**src/rtl/vec_pkg.sv**
```systemverilog
// Shared types and constants for the vector load/store sequencer.
package vec_pkg;

  localparam int unsigned NUM_VREGS      = 32;
  localparam int unsigned VIDX_W         = $clog2(NUM_VREGS);
  localparam logic [3:0]  MEM_WSTRB_FULL = 4'hF;

  typedef enum logic [2:0] {
    S_IDLE,
    S_VRD,
    S_LD_ISSUE,
    S_ST_ISSUE,
    S_VWR,
    S_DONE
  } vseq_state_e;

  // Latched command; the byte offset of the base is dropped at capture.
  typedef struct packed {
    logic              is_store;
    logic [29:0]       base_w;
    logic [VIDX_W-1:0] vidx;
  } vseq_cmd_t;

endpackage

```
**src/rtl/vector_lane_buffer.sv**
```systemverilog
// LANES x DATA_WIDTH staging buffer: indexed lane write, parallel load, sync clear.
module vector_lane_buffer #(
  parameter int unsigned LANES      = 4,
  parameter int unsigned DATA_WIDTH = 32
) (
  input  logic                                 clk,
  input  logic                                 rst_n,
  input  logic                                 clr_i,
  input  logic                                 wr_en_i,
  input  logic [$clog2(LANES)-1:0]             wr_idx_i,
  input  logic [DATA_WIDTH-1:0]                wr_data_i,
  input  logic                                 load_en_i,
  input  logic [LANES-1:0][DATA_WIDTH-1:0]     load_data_i,
  output logic [LANES-1:0][DATA_WIDTH-1:0]     data_o
);

  logic [LANES-1:0][DATA_WIDTH-1:0] lanes_q;

  always_ff @(posedge clk) begin
    if (!rst_n || clr_i) begin
      lanes_q <= '0;
    end else if (load_en_i) begin
      lanes_q <= load_data_i;
    end else if (wr_en_i) begin
      lanes_q[wr_idx_i] <= wr_data_i;
    end
  end

  assign data_o = lanes_q;

endmodule

```
**src/rtl/vector_ldst_sequencer.sv**
```systemverilog
// Whole-vector load/store sequencer between the word-wide memory port and the vreg file.
module vector_ldst_sequencer
  import vec_pkg::*;
#(
  parameter int unsigned LANES      = 4,
  parameter int unsigned DATA_WIDTH = 32
) (
  input  logic                             clk,
  input  logic                             rst_n,
  input  logic                             cmd_valid,
  output logic                             cmd_ready,
  input  logic                             cmd_is_store,
  input  logic [31:0]                      cmd_base_addr,
  input  logic [VIDX_W-1:0]                cmd_vreg_idx,
  output logic                             busy,
  output logic                             done,
  output logic                             vreg_rd_valid,
  output logic [VIDX_W-1:0]                vreg_rd_idx,
  input  logic [LANES-1:0][DATA_WIDTH-1:0] vreg_rd_data,
  input  logic                             vreg_rd_ready,
  output logic                             vreg_wr_valid,
  output logic [VIDX_W-1:0]                vreg_wr_idx,
  output logic [LANES-1:0][DATA_WIDTH-1:0] vreg_wr_data,
  input  logic                             vreg_wr_ready,
  output logic                             mem_req_valid,
  output logic                             mem_req_is_write,
  output logic [31:0]                      mem_req_addr,
  output logic [DATA_WIDTH-1:0]            mem_req_wdata,
  output logic [3:0]                       mem_req_wstrb,
  input  logic                             mem_req_ready,
  input  logic [DATA_WIDTH-1:0]            mem_resp_rdata,
  input  logic                             mem_resp_valid,
  output logic                             mem_resp_ready
);

  localparam int unsigned CNT_W = $clog2(LANES) + 1;
  localparam int unsigned IDX_W = $clog2(LANES);

  vseq_state_e state_q;
  vseq_cmd_t   cmd_q;
  logic [CNT_W-1:0] iss_cnt_q;
  logic [CNT_W-1:0] rsp_cnt_q;

  logic [IDX_W-1:0] iss_lane;
  logic buf_clr;
  logic buf_load_en;
  logic buf_wr_en;
  logic [LANES-1:0][DATA_WIDTH-1:0] buf_data;
  logic unused_addr_lsbs;

  assign unused_addr_lsbs = ^cmd_base_addr[1:0];
  assign iss_lane         = iss_cnt_q[IDX_W-1:0];

  // All handshake outputs decode from registered state/counters only.
  assign cmd_ready        = (state_q == S_IDLE);
  assign busy             = (state_q != S_IDLE);
  assign done             = (state_q == S_DONE);
  assign vreg_rd_valid    = (state_q == S_VRD);
  assign vreg_rd_idx      = cmd_q.vidx;
  assign vreg_wr_valid    = (state_q == S_VWR);
  assign vreg_wr_idx      = cmd_q.vidx;
  assign vreg_wr_data     = buf_data;
  assign mem_req_is_write = (state_q == S_ST_ISSUE);
  assign mem_req_valid    = (state_q == S_ST_ISSUE) ||
                            ((state_q == S_LD_ISSUE) && (iss_cnt_q < CNT_W'(LANES)));
  assign mem_req_addr     = {cmd_q.base_w, 2'b00} + (32'(iss_cnt_q) << 2);
  assign mem_req_wdata    = mem_req_is_write ? buf_data[iss_lane] : '0;
  assign mem_req_wstrb    = mem_req_is_write ? MEM_WSTRB_FULL : 4'h0;
  assign mem_resp_ready   = 1'b1;

  always_comb begin
    buf_clr     = (state_q == S_IDLE) && cmd_valid;
    buf_load_en = (state_q == S_VRD) && vreg_rd_ready;
    buf_wr_en   = (state_q == S_LD_ISSUE) && mem_resp_valid;
  end

  vector_lane_buffer #(
    .LANES      (LANES),
    .DATA_WIDTH (DATA_WIDTH)
  ) u_lane_buffer (
    .clk         (clk),
    .rst_n       (rst_n),
    .clr_i       (buf_clr),
    .wr_en_i     (buf_wr_en),
    .wr_idx_i    (rsp_cnt_q[IDX_W-1:0]),
    .wr_data_i   (mem_resp_rdata),
    .load_en_i   (buf_load_en),
    .load_data_i (vreg_rd_data),
    .data_o      (buf_data)
  );

  always_ff @(posedge clk) begin
    if (!rst_n) begin
      state_q   <= S_IDLE;
      cmd_q     <= '0;
      iss_cnt_q <= '0;
      rsp_cnt_q <= '0;
    end else begin
      case (state_q)
        S_IDLE: begin
          if (cmd_valid) begin
            cmd_q.is_store <= cmd_is_store;
            cmd_q.base_w   <= cmd_base_addr[31:2];
            cmd_q.vidx     <= cmd_vreg_idx;
            iss_cnt_q      <= '0;
            rsp_cnt_q      <= '0;
            state_q        <= cmd_is_store ? S_VRD : S_LD_ISSUE;
          end
        end
        S_VRD: begin
          if (vreg_rd_ready) state_q <= S_ST_ISSUE;
        end
        S_ST_ISSUE: begin
          if (mem_req_ready) begin
            iss_cnt_q <= iss_cnt_q + CNT_W'(1);
            if (iss_cnt_q == CNT_W'(LANES - 1)) state_q <= S_DONE;
          end
        end
        S_LD_ISSUE: begin
          // Issue and response counters advance independently in the same cycle.
          if (mem_req_valid && mem_req_ready) iss_cnt_q <= iss_cnt_q + CNT_W'(1);
          if (mem_resp_valid) begin
            rsp_cnt_q <= rsp_cnt_q + CNT_W'(1);
            if (rsp_cnt_q == CNT_W'(LANES - 1)) state_q <= S_VWR;
          end
        end
        S_VWR: begin
          if (vreg_wr_ready) state_q <= S_DONE;
        end
        S_DONE: begin
          state_q <= S_IDLE;
        end
        default: begin
          state_q <= S_IDLE;
        end
      endcase
    end
  end

endmodule
```
**config.mk**
```make
export PLATFORM = sky130hd
export DESIGN_NAME = vector_ldst_sequencer
export DESIGN_NICKNAME = d
export VERILOG_FILES = /design/src/rtl/vec_pkg.sv /design/src/rtl/vector_lane_buffer.sv /design/src/rtl/vector_ldst_sequencer.sv
export SDC_FILE = /design/constraint.sdc
export NUM_CORES = 1
export LEC_CHECK = 0
export CAP_MARGIN = 20
export CORE_AREA = 8 8 173 192
export CTS_CLUSTER_DIAMETER = 40
export CTS_CLUSTER_SIZE = 14
export DETAILED_ROUTE_END_ITERATION = 7
export DIE_AREA = 0 0 181 200
export GPL_TIMING_DRIVEN = 0
export SLEW_MARGIN = 20
export SYNTH_ARGS = -nofsm -noshare
export SYNTH_HDL_FRONTEND = slang
export SYNTH_HIERARCHICAL = 1
export SYNTH_SLANG_ARGS = --single-unit
```
**constraint.sdc**
```tcl
create_clock -name clk -period 4.11 [get_ports clk]
set_input_delay 1.0275 -clock clk [delete_from_list [all_inputs] [get_ports clk]]
set_output_delay 1.0275 -clock clk [all_outputs]
set_load 0.01 [all_outputs]
```
Word-level counts from Yosys, hierarchy flattened --
Cells that the tools add are included.
Operators by class: div/mod/pow operators 0, shift operators 0, muxes and demuxes 24, bitwise logic cells 0, $lt $le $gt $ge 4, add/sub/neg operators 3, $mul 0, equal/unequal tests 15, reductions and logical operators 18
Operator list (count):
- $mux 128 | 2
- $bwmux 128 | 1
- $mux 32 | 3
- $bmux 32 s2 | 1
- $demux 32 s2 | 1
- $mux 3 | 11
- $add 32x5->32 | 1
- $pmux 3 s5 | 1
- $eq 3x2->1 const B | 4
- $ne 2x1->1 const B | 6
- $pmux 3 s3 | 1
- $reduce_and 7->1 | 1
- $add 3x1->3 const B | 2
- $eq 3x3->1 const B | 2
- $logic_and 1x1->1 | 6
- $lt 2x3->1 const B | 2
- $pmux 3 s2 | 1
- $reduce_bool 3->1 | 2
- $mux 4 | 1
- $ne 2x2->1 const B | 2
- $reduce_and 4->1 | 1
- $reduce_bool 2->1 | 2
- $eq 3x1->1 const B | 1
- $logic_not 3->1 | 1
- other kinds (7) | 8
Storage, ports and cells: register bits 172, bits in read-only memories 0, output and inout bits 214, bits in latches 0, memories 0, memory bits (writable) 0

Logic depth before layout (Yosys ltp) --
Gate-level depths: netlist (run 1).
depth in word-level cells 7, depth in mapped cells 9

Modules after synthesis --
The synthesis (run 1) kept the hierarchy.
Modules (own cells, without submodules):
- vector_lane_buffer | cells an instance 578, sequential area each 2562.5 µm², area an instance 5357.6 µm², times used 1
- vector_ldst_sequencer | cells an instance 410, sequential area each 880.8 µm², area an instance 3510.9 µm², times used 1

Worst setup path after synthesis (run 1) --
OpenSTA, ideal clock, no wires.
path type register -> output, start point register iss_cnt_q[1], end point output port mem_req_addr[10], stages on the path, launching flop included 9, data arrival time 2434 ps, path buffers 2, data required time 3083 ps, slack 648 ps, cell sequence dfxtp_1 > clkbuf_1 > clkbuf_1 > inv_1 > fa_1 > nor2b_1 > nor2_1 > or4b_1 > xnor2_1
Between the ends: longest elaborated chain between the ends 1
Ends and longest elaborated chain:
- start: declaration | line vector_ldst_sequencer.sv:41 | logic [CNT_W-1:0] iss_cnt_q;
- start signal: assignment | line vector_ldst_sequencer.sv:115 | iss_cnt_q <= iss_cnt_q + CNT_W'(1);
- start signal: assignment | line vector_ldst_sequencer.sv:121 | if (mem_req_valid && mem_req_ready) iss_cnt_q <= iss_cnt_q + CNT_W'(1);
- $add 32x5->32 | line vector_ldst_sequencer.sv:66 | assign mem_req_addr = {cmd_q.base_w, 2'b00} + (32'(iss_cnt_q) << 2);
- end: declaration | line vector_ldst_sequencer.sv:27 | output logic [31:0] mem_req_addr,
No other way between the ends.

Final worst setup path (run 1) --
start point register state_q[0], end point output port mem_req_wdata[11]
Between the ends: longest elaborated chain between the ends 2
Ends and longest elaborated chain:
- start: declaration | line vector_ldst_sequencer.sv:39 | vseq_state_e state_q;
- start signal: assignment | line vector_ldst_sequencer.sv:107 | state_q <= cmd_is_store ? S_VRD : S_LD_ISSUE;
- $eq 3x2->1 | line vector_ldst_sequencer.sv:63 | assign mem_req_is_write = (state_q == S_ST_ISSUE);
- $mux 32 | line vector_ldst_sequencer.sv:67 | assign mem_req_wdata = mem_req_is_write ? buf_data[iss_lane] : '0;
- end: declaration | line vector_ldst_sequencer.sv:28 | output logic [DATA_WIDTH-1:0] mem_req_wdata,
No other way between the ends.

==> metrics.md, run 1 <==
| Metric | Value |
|---|---|
| Status | `completed` |
| CP startpoint kind | `flop` |
| Path depth of the worst reg2reg path | `9` |
| Max-cap violations | `0` |
| Die W | `181 um` |
| Crit-path max cell delay | `0.62 ns` |
| Design internal power | `0.00319 W` |
| NetSw | `0.00124 W` |
| EDFF count, synth | `0` |
| P&R area growth vs syn | `60.5%` |
| Sequential share of power | `41.1%` |
| Power density over the cells | `311 nW/um^2` |
| Top FF cell, synth | `dfxtp_1` |
| Input/output buffers | `413` |
| DR WL/cell | `24.1 um` |
| Clock power frac | `38.4%` |
| Post-synthesis async set-or-reset flop share | `0%` |
| Worst Hold Class | `reg2reg` |
| Vias | `9525` |
| Initial antenna violation count | `1` |
| Share of the synthesized area in the top cell type | `38.8%` |
| Worst Skew | `0.0108 ns` |
| Sw Share | `28.1%` |
| Synthesis Warnings | `6` |
| Most frequent cells in the layout | `405 x clkdlybuf4s50_1, 171 x dfxtp_1, 136 x a21oi_1` |
| CTS tree | `yes` |
| First-pass GRT wire length | `64200 um` |
| Hold Crit Start | `cmd_q[5]` |
| Synth unique cells | `48` |
| Max Freq | `251 MHz` |
| Cts hold-fix bufs | `0` |
| Combinational share of power | `20.5%` |
| Syn Inst Count | `988` |
| Yosys reg bits | `172` |
| Core ar. | `30000 um^2` |
| Crit share post-route | `97.0%` |
| Post-DR vias/cell | `5.23` |
| Setup ws final | `0.125 ns` |
| WS Path Type | `reg2out` |
| Final hold vios | `0` |
| Synthesized area | `8870 um^2` |
| Crit. End Element | `output pin` |
| Commonest non-fill, non-tap cell in the layout | `clkdlybuf4s50_1` |
| Num rows | `67` |
| Initial DRC Count | `645` |
| Pre-CTS WS | `-0.850 ns` |
| Post-DP HPWL | `33500 um` |
| Largest cells by area after synthesis | `dfxtp_1 39%, mux4_2 8.1%, o221a_1 8.1%, a21oi_1 7.7%, inv_1 4.6%` |
| Number of fill cells | `2967` |
| Reg-to-reg startpoint | `state_q[2]` |
| ANT nets after route | `0` |
| Crit Path Max Fanout | `10` |
| CTS root buf | `clkbuf_16` |
| Die H | `200 um` |
| Largest net degree at the start of global routing | `17` |
| Clock latency on the worst-skew pair | `0.43 ns` |
| Initial Utilization | `29.6%` |
| Final Max Tran Viols | `0` |
| Total CTS buffers | `17` |
| # H-tree levels | `4` |
| Peak supply drop | `0.181 mV` |
| Worst R2R Setup Slack | `0.85 ns` |
| Final setup viols | `0` |
| Multi-input combinational cell area | `4630 um^2` |
| Area leader, netlist | `dfxtp_1` |
| CP Cell Sequence | `clkbuf_1 > nand3_1 > clkbuf_2 > nor2b_1 > clkdlybuf4s50_1` |
| DRT Pass-1 Iters | `5` |
| CTS clock-pin slew for the worst setup and hold paths | `0.07 ns` |
| Seq/Total Area, Yosys | `38.8%` |
| DRC violations left | `0` |
| Worst Hold Depth | `2` |
| CP arrival | `2.96 ns` |
| Clock sinks | `172` |
| Final GP Congestion | `0.908` |
| Total track usage | `23.3%` |
| Sequential cell area | `3440 um^2` |
| Final WL | `43900 um` |
| RSZ-0062 raised after global routing | `true` |
| Fin crit period | `3.98 ns` |
| Post-layout nets | `1639` |
| CTS Buffer Depth | `2` |
| Slowest cell on the critical path | `clkdlybuf4s50_1` |
| Fin util | `47.4%` |
| Worst Hold Margin | `0.464 ns` |
| Relative slew slack | `41.5%` |
| Min-Delay Endpoint | `cmd_q[5]` |
| Reg2Reg Capture Point | `u_lane_buffer/data_o[62]` |
| Avg Cell Area, Syn | `8.98 um^2` |
| Vias in the first global route | `10033` |
| Required time of the critical path | `3.08 ns` |
| Overflow after GRT | `0` |
| Die area | `36200 um^2` |
| Layout cell share with drive strength beyond 1 | `12.4%` |
| I/O pin total | `419` |
| Worst slew pin tran | `0.877 ns` |
| P_leak | `5.47 nW` |
[final cells by class]
| class | count | share of cell area (%) |
|---|---|---|
| inverter | 111 | 2.93 |
| clock inverter | 11 | 0.941 |
| buffer | 96 | 3.45 |
| sequential | 172 | 24.2 |
| clock buffer | 21 | 3.31 |
| timing repair buffer | 418 | 29.3 |
| tap | 379 | 3.33 |
| antenna | 2 | 0.0352 |
| multi-input combinational | 610 | 32.5 |
[worst max path at each step]
stage                              endpoint    startpoint  slack, ns  cells past startpoint
after floorplan            mem_req_addr[10]  iss_cnt_q[1]       0.65                      8
after global placement     mem_req_addr[22]  iss_cnt_q[1]      -0.74                      9
after CTS                  mem_req_addr[22]  iss_cnt_q[1]       0.02                     10
after global routing       mem_req_addr[16]  iss_cnt_q[1]      -0.04                     10
final                     mem_req_wdata[11]    state_q[0]       0.13                      5
after detailed placement   mem_req_addr[22]  iss_cnt_q[1]      -0.85                      9
[critical path, delay by kind of cell (launching register included)]
| family | cells | cell delay (ns) |
|---|---|---|
| buffers and inverters | 3 | 1.34 |
| and+or+nand+nor | 2 | 0.81 |
| DFF | 1 | 0.36 |
[routing by layer]
layer  vias to the layer above  track usage (%)  wire, um
met5                         -                0         8
met4                         2             8.54      1310
met3                        68             7.51      3890
met2                       433             41.0     21700
met1                      4600             26.3     16900
li1                       4422                -         -
[power by group through the flow]
stage | Clock [W] | Sequential [W] | Combinational (W)
floorplan | 0 | 0.00186 | 0.000359
finish | 0.00170 | 0.00182 | 0.000906
detailed placement | 0 | 0.00186 | 0.000906
CTS | 0.00173 | 0.00182 | 0.000908
global placement | 0 | 0.00186 | 0.000901
global route | 0.00179 | 0.00183 | 0.000974
[cell families after synthesis]
family	count (synthesis)	share of synthesized area, %
flip-flops	172	38.8
buffers and inverters	207	9.96
adder cells (fa/ha/maj)	8	1.21
AO/OA/AOI/OAI	284	23.7
other	2	0.0847
multiplexers	33	8.24
AND/OR/NAND/NOR	253	15.1
XOR/XNOR	29	2.86
[state kept, by name (all words and copies together), names as in the netlist]
| signal | count |
|---|---|
| iss_cnt_q | 3 |
| state_q | 3 |
| vreg_rd_idx | 5 |
| cmd_q | 30 |
| rsp_cnt_q | 3 |
| u_lane_buffer/data_o | 128 |
[cell usage after synthesis (all sizes together), types with 2 or more instances]
cell type / n
dfxtp: 172
a21oi: 136
inv: 111
o221a: 96
nand2: 85
nor2b: 66
buf: 52
clkbuf: 44
nor3: 43
mux4: 32
o22ai: 32
xor2: 15
xnor2: 14
nand3: 11
nor2: 11
ha: 7
and4: 6
o21ai: 6
and3: 5
nand4: 5
and2: 4
nor4: 4
a31oi: 3
nand2b: 3
nor3b: 3
or4: 3
a211oi: 2
a21o: 2
a31o: 2
conb: 2
or4b: 2
[per-stage QoR]
stage                     total power (W)  setup TNS (ns)  instance area [um^2]  cells
after global placement            0.00276           -8.16                 13500   1781
after detailed placement          0.00276           -9.42                 13500   1781
after CTS                         0.00446               0                 14200   1818
final                             0.00443               0                 14200   1820
after floorplan                   0.00222               0                  8870    989
after global routing              0.00459         -0.0414                 14200   1818
[repair_timing]
action / CTS / global route
hold endpoints to repair: 0 / 0
gates resized for setup: 23 / 11
pin swaps: 5 / 1
setup buffers: 5 / 0
setup endpoints to repair: 43 / 25
Power figures use the tool's default switching activity.
==> run 2, diff against run 1 <==
Settings changed: CTS_BUF_LIST from default to sky130_fd_sc_hd__clkbuf_16, SLEW_MARGIN 20 to 0.
==> run 2 against run 1 <==
Compared with the run above: core utilization decreased by 0.10 points; power decreased by 1.4%; final cell count unchanged; via count about the same; fmax increased by 0.32%; clock skew decreased by 0.00098 ns; hold slack about the same; sequential power about the same; first-iteration DRC count decreased by 0.78%; register-to-register slack improved by 0.02 ns; sequential share of layout area increased by 0.051 points; critical path type unchanged; largest cell class unchanged; largest power group unchanged; highest routed layer unchanged.
==> metrics.md, run 2 (synthesis gave the netlist of run 1 again) <==
| Metric | Value |
|---|---|
| Clock sinks | `172` |
| Final TNS setup | `0 ns` |
| Input/output buffers | `413` |
| Pre-CTS WS | `-0.850 ns` |
| Final WL | `43800 um` |
| Overflow after GRT | `0` |
| CTS clock-pin slew for the worst setup and hold paths | `0.07 ns` |
| Required time of the critical path | `3.08 ns` |
| Worst Hold Class | `reg2reg` |
| Worst slew pin tran | `0.852 ns` |
| Die H | `200 um` |
| Die area | `36200 um^2` |
| Number of fill cells | `2972` |
| Post-DR vias/cell | `5.23` |
| Post-layout nets | `1639` |
| Worst Skew | `0.00983 ns` |
| Max FFs per register | `128` |
| Crit Path Max Fanout | `10` |
| DRT Pass-1 Iters | `5` |
| Overall power | `0.00437 W` |
| Most frequent cells in the layout | `405 x clkdlybuf4s50_1, 171 x dfxtp_1, 136 x a21oi_1` |
| CP arrival | `2.94 ns` |
| Initial DRC Count | `640` |
| First-pass GRT wire length | `64200 um` |
| Relative slew slack | `43.2%` |
| CTS root buf | `clkbuf_16` |
| Setup ws final | `0.138 ns` |
| P_leak | `5.46 nW` |
| Fin util | `47.3%` |
| Power density over the cells | `308 nW/um^2` |
| Vias in the first global route | `10010` |
| Post-DP HPWL | `33500 um` |
| Final setup viols | `0` |
| Largest net degree at the start of global routing | `17` |
| Final GP Congestion | `0.908` |
| RSZ-0062 raised after global routing | `true` |
| Final hold vios | `0` |
| Total CTS buffers | `17` |
| I/O pin total | `419` |
| ANT nets after route | `0` |
| Hold Crit Start | `cmd_q[5]` |
| CTS Buffer Depth | `2` |
| DR WL/cell | `24.1 um` |
| WS Path Type | `reg2out` |
| Total track usage | `23.3%` |
| Max Freq | `252 MHz` |
| Cts hold-fix bufs | `0` |
| Reg-to-reg startpoint | `state_q[2]` |
| Sequential cell area | `3440 um^2` |
| Peak supply drop | `0.181 mV` |
| Final Max Tran Viols | `0` |
| Commonest non-fill, non-tap cell in the layout | `clkdlybuf4s50_1` |
| Critical path startpoint | `iss_cnt_q[1]` |
| Die W | `181 um` |
| Status | `completed` |
| Vias | `9521` |
| # H-tree levels | `4` |
| P&R area growth vs syn | `60.1%` |
| DRC violations left | `0` |
| CP startpoint kind | `flop` |
| Fin crit period | `3.97 ns` |
| Clock latency on the worst-skew pair | `0.43 ns` |
| Max-cap violations | `0` |
| Worst Hold Margin | `0.464 ns` |
| Initial antenna violation count | `1` |
| CTS tree | `yes` |
| Crit. End Element | `output pin` |
| Core ar. | `30000 um^2` |
| Layout cell share with drive strength beyond 1 | `12.2%` |
| Multi-input combinational cell area | `4630 um^2` |
| Num rows | `67` |
| Crit share post-route | `96.6%` |
| Initial Utilization | `29.6%` |
## run 2: changes by cell type in the layout (fill, tap and decap cells not counted)
cell	previous run	this run
clkbuf_1	40	39
clkinv_1	0	3
clkbuf_8	5	2
inv_1	109	110
## run 2: path summary, 6_finish.rpt
kind                         endpoint  slack (ns)  cells past startpoint
max                  mem_req_addr[30]        0.14                      9
min                          cmd_q[5]        0.46                      2
max reg2reg  u_lane_buffer/data_o[62]        0.87                      9
min reg2reg                  cmd_q[5]        0.46                      2
## run 2: where the power goes
| group | switching, W | leakage (nW) | internal (W) |
|---|---|---|---|
| Sequential | 0.0000779 | 1.40 | 0.00174 |
| Clock | 0.000743 | 0.276 | 0.000897 |
| Combinational | 0.000420 | 3.79 | 0.000486 |
| Total | 0.00124 | 5.46 | 0.00313 |
## run 2: layout make-up
type,count,share of cell area [%]
clock buffers,17,3.00
repair buffers,418,29.4
multi-input cells,610,32.6
flip-flops and latches,172,24.3
clock inverters,15,1.05
plain buffers,96,3.45
inverters,111,2.93
well taps,379,3.34
diodes,2,0.0352
## run 2: critical path, stage by stage (launching register included)
cell             delay (ns)
dfxtp_2                0.36
clkbuf_8               0.13
clkbuf_8               0.18
inv_1                  0.09
fa_2                   0.40
nor2b_4                0.15
o211ai_1               0.23
nor4_2                 0.25
xor2_1                 0.17
clkdlybuf4s50_1        0.57
## run 2: repair_timing
item / in CTS / in global routing
pin swaps: 5 / 1
setup buffers: 5 / 0
endpoints found under the setup margin: 43 / 25
resized for setup: 23 / 11
## run 2: through the flow
stage | instances | cell area, um^2
global placement | 1781 | 13500
finish | 1820 | 14200
floorplan | 989 | 8870
CTS | 1818 | 14200
global route | 1818 | 14200
detailed placement | 1781 | 13500
## run 2: layer usage
metal  global-route usage (%)  share of wire [%]
met4                     8.54                2.9
met1                     26.4                 39
met3                     7.51                8.8
met5                        0              0.018
met2                     40.9                 49
